<file path="src/rtl/ed25519_sc_pkg.sv">
// Shared constants, state encoding and helpers for the Ed25519 verifier
// scalar front end (canonical-S check, h mod L, negation).
package ed25519_sc_pkg;

    localparam int SC_W       = 253;
    localparam int HASH_W_DEF = 512;

    // Prime order of the Ed25519 base-point subgroup.
    localparam logic [SC_W-1:0] L =
        253'h1000000000000000000000000000000014def9dea2f79cd65812631a5cf5d3ed;

    typedef enum logic [2:0] {
        IDLE   = 3'd0,
        CHECK  = 3'd1,
        REDUCE = 3'd2,
        NEGATE = 3'd3,
        FINISH = 3'd4
    } sv_state_t;

    // S is canonical when it fits in 253 bits and is strictly below L.
    function automatic logic sc_canonical(input logic [255:0] s);
        return (s[255:253] == 3'd0) && (s[252:0] < L);
    endfunction

endpackage

</file>
<file path="src/rtl/ed25519_scalar_verify_sc_mod_l_serial.sv">
// Bit-serial reducer: din mod L, one input bit per clock, MSB first.
// Each step shifts the remainder left by one bit and does a single
// conditional subtract of L, which is exact because rem < L implies
// the shifted value is below 2L.
// done is high during the final step; dout holds the finished remainder
// from the following cycle until the next start.
module sc_mod_l_serial
    import ed25519_sc_pkg::*;
#(
    parameter int HASH_W = HASH_W_DEF
) (
    input  logic              clk,
    input  logic              rst,
    input  logic              start,
    input  logic [HASH_W-1:0] din,
    output logic [SC_W-1:0]   dout,
    output logic              done,
    output logic              busy
);

    localparam int CNT_W = (HASH_W > 1) ? $clog2(HASH_W) : 1;

    logic [SC_W-1:0]  rem_r;
    logic [CNT_W-1:0] cnt_r;
    logic             run_r;
    logic             last_r;

    logic [SC_W:0]    t_s;
    logic [SC_W:0]    t_sub_s;
    logic [SC_W-1:0]  rem_next_s;

    // One reduction step: shift in the current hash bit, subtract L if needed.
    always_comb begin
        t_s        = {rem_r, din[cnt_r]};
        t_sub_s    = t_s - {1'b0, L};
        rem_next_s = t_s[SC_W-1:0];
        if (t_s >= {1'b0, L}) begin
            rem_next_s = t_sub_s[SC_W-1:0];
        end else begin
            rem_next_s = t_s[SC_W-1:0];
        end
    end

    // Remainder, bit counter and run/last flags; start is ignored while running.
    always_ff @(posedge clk) begin
        if (rst) begin
            rem_r  <= {SC_W{1'b0}};
            cnt_r  <= {CNT_W{1'b0}};
            run_r  <= 1'b0;
            last_r <= 1'b0;
        end else if (start && !run_r) begin
            rem_r  <= {SC_W{1'b0}};
            cnt_r  <= CNT_W'(HASH_W - 1);
            run_r  <= 1'b1;
            last_r <= (HASH_W == 1);
        end else if (run_r) begin
            rem_r  <= rem_next_s;
            cnt_r  <= cnt_r - CNT_W'(1);
            last_r <= (cnt_r == CNT_W'(1));
            run_r  <= !last_r;
        end
    end

    assign dout = rem_r;
    assign done = last_r;
    assign busy = run_r;

endmodule

</file>
<file path="src/rtl/ed25519_scalar_verify.sv">
// Ed25519 verifier scalar front end: checks S < L, reduces the challenge
// hash modulo L and emits k_neg = (L - h mod L) mod L for the point engine.
module ed25519_scalar_verify
    import ed25519_sc_pkg::*;
#(
    parameter int HASH_W = HASH_W_DEF
) (
    input  logic              clk,
    input  logic              rst,
    input  logic              start,
    input  logic [255:0]      s_in,
    input  logic [HASH_W-1:0] h_in,
    output logic [SC_W-1:0]   k_neg,
    output logic              s_ok,
    output logic              done,
    output logic              busy
);

    sv_state_t         state_r;
    sv_state_t         state_s;
    logic [255:0]      s_q_r;
    logic [HASH_W-1:0] h_q_r;
    logic [SC_W-1:0]   k_neg_r;
    logic              s_ok_r;
    logic              done_r;

    logic              s_ok_next_s;
    logic              mod_start_s;
    logic [SC_W-1:0]   mod_dout_s;
    logic              mod_done_s;
    logic              mod_busy_s;

    sc_mod_l_serial #(
        .HASH_W (HASH_W)
    ) u_mod (
        .clk   (clk),
        .rst   (rst),
        .start (mod_start_s),
        .din   (h_q_r),
        .dout  (mod_dout_s),
        .done  (mod_done_s),
        .busy  (mod_busy_s)
    );

    // Canonical check on the shadowed S; the reducer is launched only for a good S.
    always_comb begin
        s_ok_next_s = sc_canonical(s_q_r);
        mod_start_s = 1'b0;
        if (state_r == CHECK) begin
            mod_start_s = s_ok_next_s;
        end else begin
            mod_start_s = 1'b0;
        end
    end

    // Next-state logic.
    always_comb begin
        state_s = state_r;
        case (state_r)
            IDLE: begin
                if (start) begin
                    state_s = CHECK;
                end else begin
                    state_s = IDLE;
                end
            end
            CHECK: begin
                if (s_ok_next_s) begin
                    state_s = REDUCE;
                end else begin
                    state_s = FINISH;
                end
            end
            REDUCE: begin
                if (mod_done_s) begin
                    state_s = NEGATE;
                end else if (!mod_busy_s) begin
                    // Reducer lost its run flag: close out rather than hang.
                    state_s = FINISH;
                end else begin
                    state_s = REDUCE;
                end
            end
            NEGATE:  state_s = FINISH;
            FINISH:  state_s = IDLE;
            default: state_s = IDLE;
        endcase
    end

    // State register, input shadows and registered results.
    always_ff @(posedge clk) begin
        if (rst) begin
            state_r <= IDLE;
            s_q_r   <= 256'd0;
            h_q_r   <= {HASH_W{1'b0}};
            k_neg_r <= {SC_W{1'b0}};
            s_ok_r  <= 1'b0;
            done_r  <= 1'b0;
        end else begin
            state_r <= state_s;
            done_r  <= (state_r == FINISH);
            case (state_r)
                IDLE: begin
                    if (start) begin
                        s_q_r <= s_in;
                        h_q_r <= h_in;
                    end
                end
                CHECK: begin
                    s_ok_r <= s_ok_next_s;
                    if (!s_ok_next_s) begin
                        k_neg_r <= {SC_W{1'b0}};
                    end
                end
                NEGATE: begin
                    if (mod_dout_s == {SC_W{1'b0}}) begin
                        k_neg_r <= {SC_W{1'b0}};
                    end else begin
                        k_neg_r <= L - mod_dout_s;
                    end
                end
                default: begin
                end
            endcase
        end
    end

    assign k_neg = k_neg_r;
    assign s_ok  = s_ok_r;
    assign done  = done_r;
    assign busy  = (state_r != IDLE);

endmodule
</file>
<file path="config.mk">
export PLATFORM = sky130hd
export DESIGN_NAME = ed25519_scalar_verify
export DESIGN_NICKNAME = d
export VERILOG_FILES = /design/src/rtl/ed25519_sc_pkg.sv /design/src/rtl/ed25519_scalar_verify_sc_mod_l_serial.sv /design/src/rtl/ed25519_scalar_verify.sv
export SDC_FILE = /design/constraint.sdc
export NUM_CORES = 2
export LEC_CHECK = 0
export ABC_AREA = 1
export CAP_MARGIN = 0
export CELL_PAD_IN_SITES_DETAIL_PLACEMENT = 1
export CELL_PAD_IN_SITES_GLOBAL_PLACEMENT = 1
export CORE_MARGIN = 1
export CORE_UTILIZATION = 35
export DETAILED_ROUTE_END_ITERATION = 8
export PLACE_DENSITY_LB_ADDON = 0.12
export RECOVER_POWER = 50
export SETUP_SLACK_MARGIN = 0.4
export SYNTH_ARGS = -nofsm -noshare
export SYNTH_HDL_FRONTEND = slang
export SYNTH_SLANG_ARGS = --single-unit
</file>
<file path="constraint.sdc">
create_clock -name clk -period 5.49 [get_ports clk]
set_input_delay 0.549 -clock clk [delete_from_list [all_inputs] [get_ports clk]]
set_output_delay 0.549 -clock clk [all_outputs]
set_load 0.1 [all_outputs]
</file>
==> flow_summary.json <==
{
  "synth_mux_area_frac": 0,
  "dieArea_um2": 221000,
  "final_hold_viol_count": 0,
  "clk_root_buffer_cell": "sky130_fd_sc_hd__clkbuf_16",
  "crit_path_top_delay_cell": "sky130_fd_sc_hd__dfxtp_4",
  "worst_clock_skew_ns": 0.0519,
  "detail_route.wl_per_cell_um": 28.7,
  "htree_num_levels": 4,
  "grt_overflow_total": 0,
  "worstSetupPathType": "flip-flop to flip-flop",
  "clk_latency_ns": 0.85,
  "first_iter_violations": 9568,
  "crit_start_category": "flip-flop",
  "layout.nets": 14500,
  "whs_path_depth": 2,
  "cts.reportedPaths.clkPinSlew_ns": 0.06,
  "synth_seq_area_share": 0.336,
  "area_delta_synth_final_pct": 31.1,
  "postSynthRegisterBits": 1290,
  "fp.dieH_um": 471,
  "cts_hold_buffers": 0,
  "synthSimpleGateAreaFrac": 0.257,
  "maxCapViolCount": 5,
  "routed_via_density": 5.63,
  "worst_setup_path_startpoint": "u_mod.cnt_r[0]$_SDFFE_PP0P_",
  "synth-compound-area-share": 0.242,
  "syn_area_um2": 76800,
  "number_of_antenna_violations_at_the_first_check_in_global_routing": 79,
  "grt_first_pass_wirelength_um": 666000,
  "r2r_cells": 38,
  "rows": 171,
  "post_synth_arst_share": 0,
  "failed_checks": "max-capacitance violations, max-slew violations",
  "synth_nets": 13400,
  "die_width_um": 471,
  "ys_types": 79,
  "grt_setup_unrepaired": "true",
  "numPlacedInstances": 16300,
  "yosys.area_share.xor_xnor": 0.00331,
  "post_synth_inst_count": 12600,
  "cp_data_arrival_time_ns": 6.00,
  "detailedPlace.worstSlack_ns": -0.471,
  "num_io_pins": 1027,
  "via_total_after_detailed_routing": 94200,
  "area_used_by_multi_input_combinational_logic_um2": 40200,
  "maxSlewViolCount": 262,
  "crit_path_setup_slack_layout_ns": 0.200,
  "timing.critical_path.to_type": "flip-flop",
  "timing.critical_path.mode_cell": "sky130_fd_sc_hd__nand2_2",
  "critical-path-max-stage-delay_ns": 0.36,
  "grt_util_all_layers": 0.412,
  "slew_headroom": -0.902,
  "largest_net_degree_at_the_start_of_global_routing": 244,
  "cts_inserted_buffers": 158,
  "worst_ep_required_time_ns": 6.20,
  "min_period_over_period": 0.964,
  "place_congestion": 1.07,
  "core_area_um2": 218000,
  "antenna_left": 0,
  "static-leakage-power_nw": 41.2,
  "yosys_warnings": 0,
  "cts_max_path_buffers": 3,
  "min-delay-start": "rst",
  "drive_gt1_frac": 0.0940,
  "holdCritPathClass": "input port to flip-flop",
  "layout_min_cycle_time_ns": 5.29,
  "seqCellArea_um2": 25800,
  "io_buffers": 1026,
  "syn-mean-instance-area_um2": 6.10,
  "critical_path_peak_fanout": 10,
  "pwr_density_cell_nw_per_um2": 336,
  "reg2reg_from": "u_mod.cnt_r[0]$_SDFFE_PP0P_",
  "timing_worst_slew_pin_value_ns": 2.85,
  "synth-adder-area-share": 0.000977,
  "place_hpwl_um": 384000,
  "synth_edf_count": 0,
  "status": "complete, but fails checks",
  "first_global_vias": 92400,
  "cts_tree": "done",
  "worst_supply_voltage_drop_on_vdd_mv": 0.293,
  "cts_num_sinks": 1290,
  "starting_density_of_the_core": 0.353,
  "post-route-drc-count": 0,
  "synth_top_family_by_area": "simple AND/OR/NAND/NOR gates",
  "fillerInstances": 28400,
  "dr.pass1.iters": 6,
  "timing.final.setup_violations": 0,
  "r2r_setup_slack_ns": 0.20,
  "achievable-frequency_mhz": 189,
  "wirelength_um": 480000,
  "synth_flop_cell": "sky130_fd_sc_hd__dfxtp_1",
  "finalNonFillerCells": 16700
}
==> worst max-delay path: cells and delay by family (launching register included) <==
kind                       cells  cell delay (ns)
and+or+nand+nor               17             1.68
adders and majority gates      1             0.19
buffers and inverters         10             1.35
AOI/OAI and AO/OA             10             1.54
DFF                            1             0.36
==> routing by layer <==
| layer | GRT usage | vias to the layer above | wire, um |
|---|---|---|---|
| met5 | 0 | - | 312 |
| met2 | 0.629 | 4253 | 207000 |
| met3 | 0.0756 | 1017 | 38800 |
| met1 | 0.537 | 46300 | 201000 |
| met4 | 0.246 | 46 | 32800 |
| li1 | - | 42600 | - |
==> placed cells by master (no fill, tap or decap), types with 38 or more instances in the layout <==
| master | count |
|---|---|
| sky130_fd_sc_hd__a211oi_1 | 40 |
| sky130_fd_sc_hd__nand3_1 | 734 |
| sky130_fd_sc_hd__o211ai_1 | 133 |
| sky130_fd_sc_hd__dfxtp_1 | 1285 |
| sky130_fd_sc_hd__nor2_1 | 1561 |
| sky130_fd_sc_hd__a21oi_2 | 76 |
| sky130_fd_sc_hd__nor4_1 | 69 |
| sky130_fd_sc_hd__clkbuf_16 | 182 |
| sky130_fd_sc_hd__o21ai_1 | 185 |
| sky130_fd_sc_hd__clkbuf_1 | 56 |
| sky130_fd_sc_hd__o21ai_2 | 38 |
| sky130_fd_sc_hd__nor3_1 | 164 |
| sky130_fd_sc_hd__nand4_1 | 105 |
| sky130_fd_sc_hd__a21oi_1 | 1618 |
| sky130_fd_sc_hd__diode_2 | 57 |
| sky130_fd_sc_hd__nand2_2 | 68 |
| sky130_fd_sc_hd__nand2_4 | 38 |
| sky130_fd_sc_hd__buf_6 | 39 |
| sky130_fd_sc_hd__or2_2 | 60 |
| sky130_fd_sc_hd__dlygate4sd3_1 | 102 |
| sky130_fd_sc_hd__buf_12 | 76 |
| sky130_fd_sc_hd__buf_4 | 364 |
| sky130_fd_sc_hd__o21ai_0 | 1189 |
| sky130_fd_sc_hd__inv_1 | 2441 |
| sky130_fd_sc_hd__nand2_1 | 1670 |
| sky130_fd_sc_hd__a31oi_1 | 43 |
| sky130_fd_sc_hd__clkdlybuf4s50_1 | 922 |
==> through the flow <==
step / hold WS (ns) / total power [mW] / utilization / TNS (ns) / area, um^2
4_1_cts: 0.0965 / 32.8 / 0.451 / 0 / 98100
5_1_grt: 0.141 / 34.7 / 0.463 / 0 / 101000
3_5_place_dp: 0.435 / 21.4 / 0.422 / -12.13 / 91800
6_report: 0.114 / 33.8 / 0.463 / 0 / 101000
2_1_floorplan: 0.420 / 16.2 / - / 0 / 76800
3_3_place_gp: 0.429 / 21.2 / 0.422 / -1.01 / 91800
==> kinds of logic (layout without fill, tap and decap cells) <==
group | count (synthesis) | after routing
xor+xnor | 29 | 29
simple gates | 4647 | 4647
flops | 1290 | 1290
buf+inv | 3123 | 4350
fa+ha+maj | 6 | 6
compound gates | 3495 | 3495
other cells | 0 | 57
==> cell usage after synthesis, types with 41 or more instances <==
cell | n | share of area
sky130_fd_sc_hd__a211oi_1 | 46 | 0.0045
sky130_fd_sc_hd__nor3_1 | 168 | 0.011
sky130_fd_sc_hd__nor4_1 | 71 | 0.0058
sky130_fd_sc_hd__buf_2 | 141 | 0.0092
sky130_fd_sc_hd__o21ai_0 | 1273 | 0.083
sky130_fd_sc_hd__dfxtp_1 | 1290 | 0.34
sky130_fd_sc_hd__inv_1 | 2447 | 0.12
sky130_fd_sc_hd__a31oi_1 | 45 | 0.0037
sky130_fd_sc_hd__nor2_2 | 41 | 0.0033
sky130_fd_sc_hd__o21ai_1 | 125 | 0.0081
sky130_fd_sc_hd__or2_2 | 60 | 0.0049
sky130_fd_sc_hd__nand2_1 | 1757 | 0.086
sky130_fd_sc_hd__nand3_1 | 772 | 0.050
sky130_fd_sc_hd__clkbuf_1 | 382 | 0.019
sky130_fd_sc_hd__a21oi_1 | 1686 | 0.11
sky130_fd_sc_hd__o211ai_1 | 133 | 0.013
sky130_fd_sc_hd__nor2_1 | 1579 | 0.077
sky130_fd_sc_hd__nand4_1 | 105 | 0.0085
==> final timing paths <==
path	to
max	u_mod.dout[166]$_SDFFE_PP0P_
min	u_mod.cnt_r[5]$_SDFFE_PP0P_
max reg2reg	u_mod.dout[166]$_SDFFE_PP0P_
min reg2reg	h_q_r[140]$_SDFFE_PP0P_
==> power breakdown <==
group	total [mW]	internal (mW)	switching, mW	leakage (nW)
Clock	11.2	6.42	4.74	2.66
Combinational	11.8	3.51	8.34	28.0
Sequential	10.8	10.1	0.660	10.6
==> registers in the layout, indices dropped and copies added (netlist names) <==
name         flops
s_ok             1
done             1
h_q_r          512
u_mod.dout     253
u_mod.done       1
state_r          3
k_neg          253
s_q_r          256
u_mod.busy       1
u_mod.cnt_r      9
==> final cells by class <==
cell class	count	share of cell area
Multi-Input combinational cell	8177	0.400
Sequential cell	1290	0.257
Timing Repair Buffer	1575	0.160
Inverter	2488	0.0932
Clock buffer	231	0.0459
Tap cell	2854	0.0355
Clock inverter	54	0.00822
Antenna cell	57	0.00142
Timing Repair inverter	2	0.000174
==> repair_timing <==
| action | 4_1_cts | 5_1_grt |
|---|---|---|
| gates cloned | 7 | 26 |
| setup buffers | 22 | 67 |
| gates resized for setup | 121 | 419 |
| pin swaps | 27 | 124 |
| setup endpoints to repair | 251 | 256 |
No activity file was read; power rests on OpenSTA's default activity.
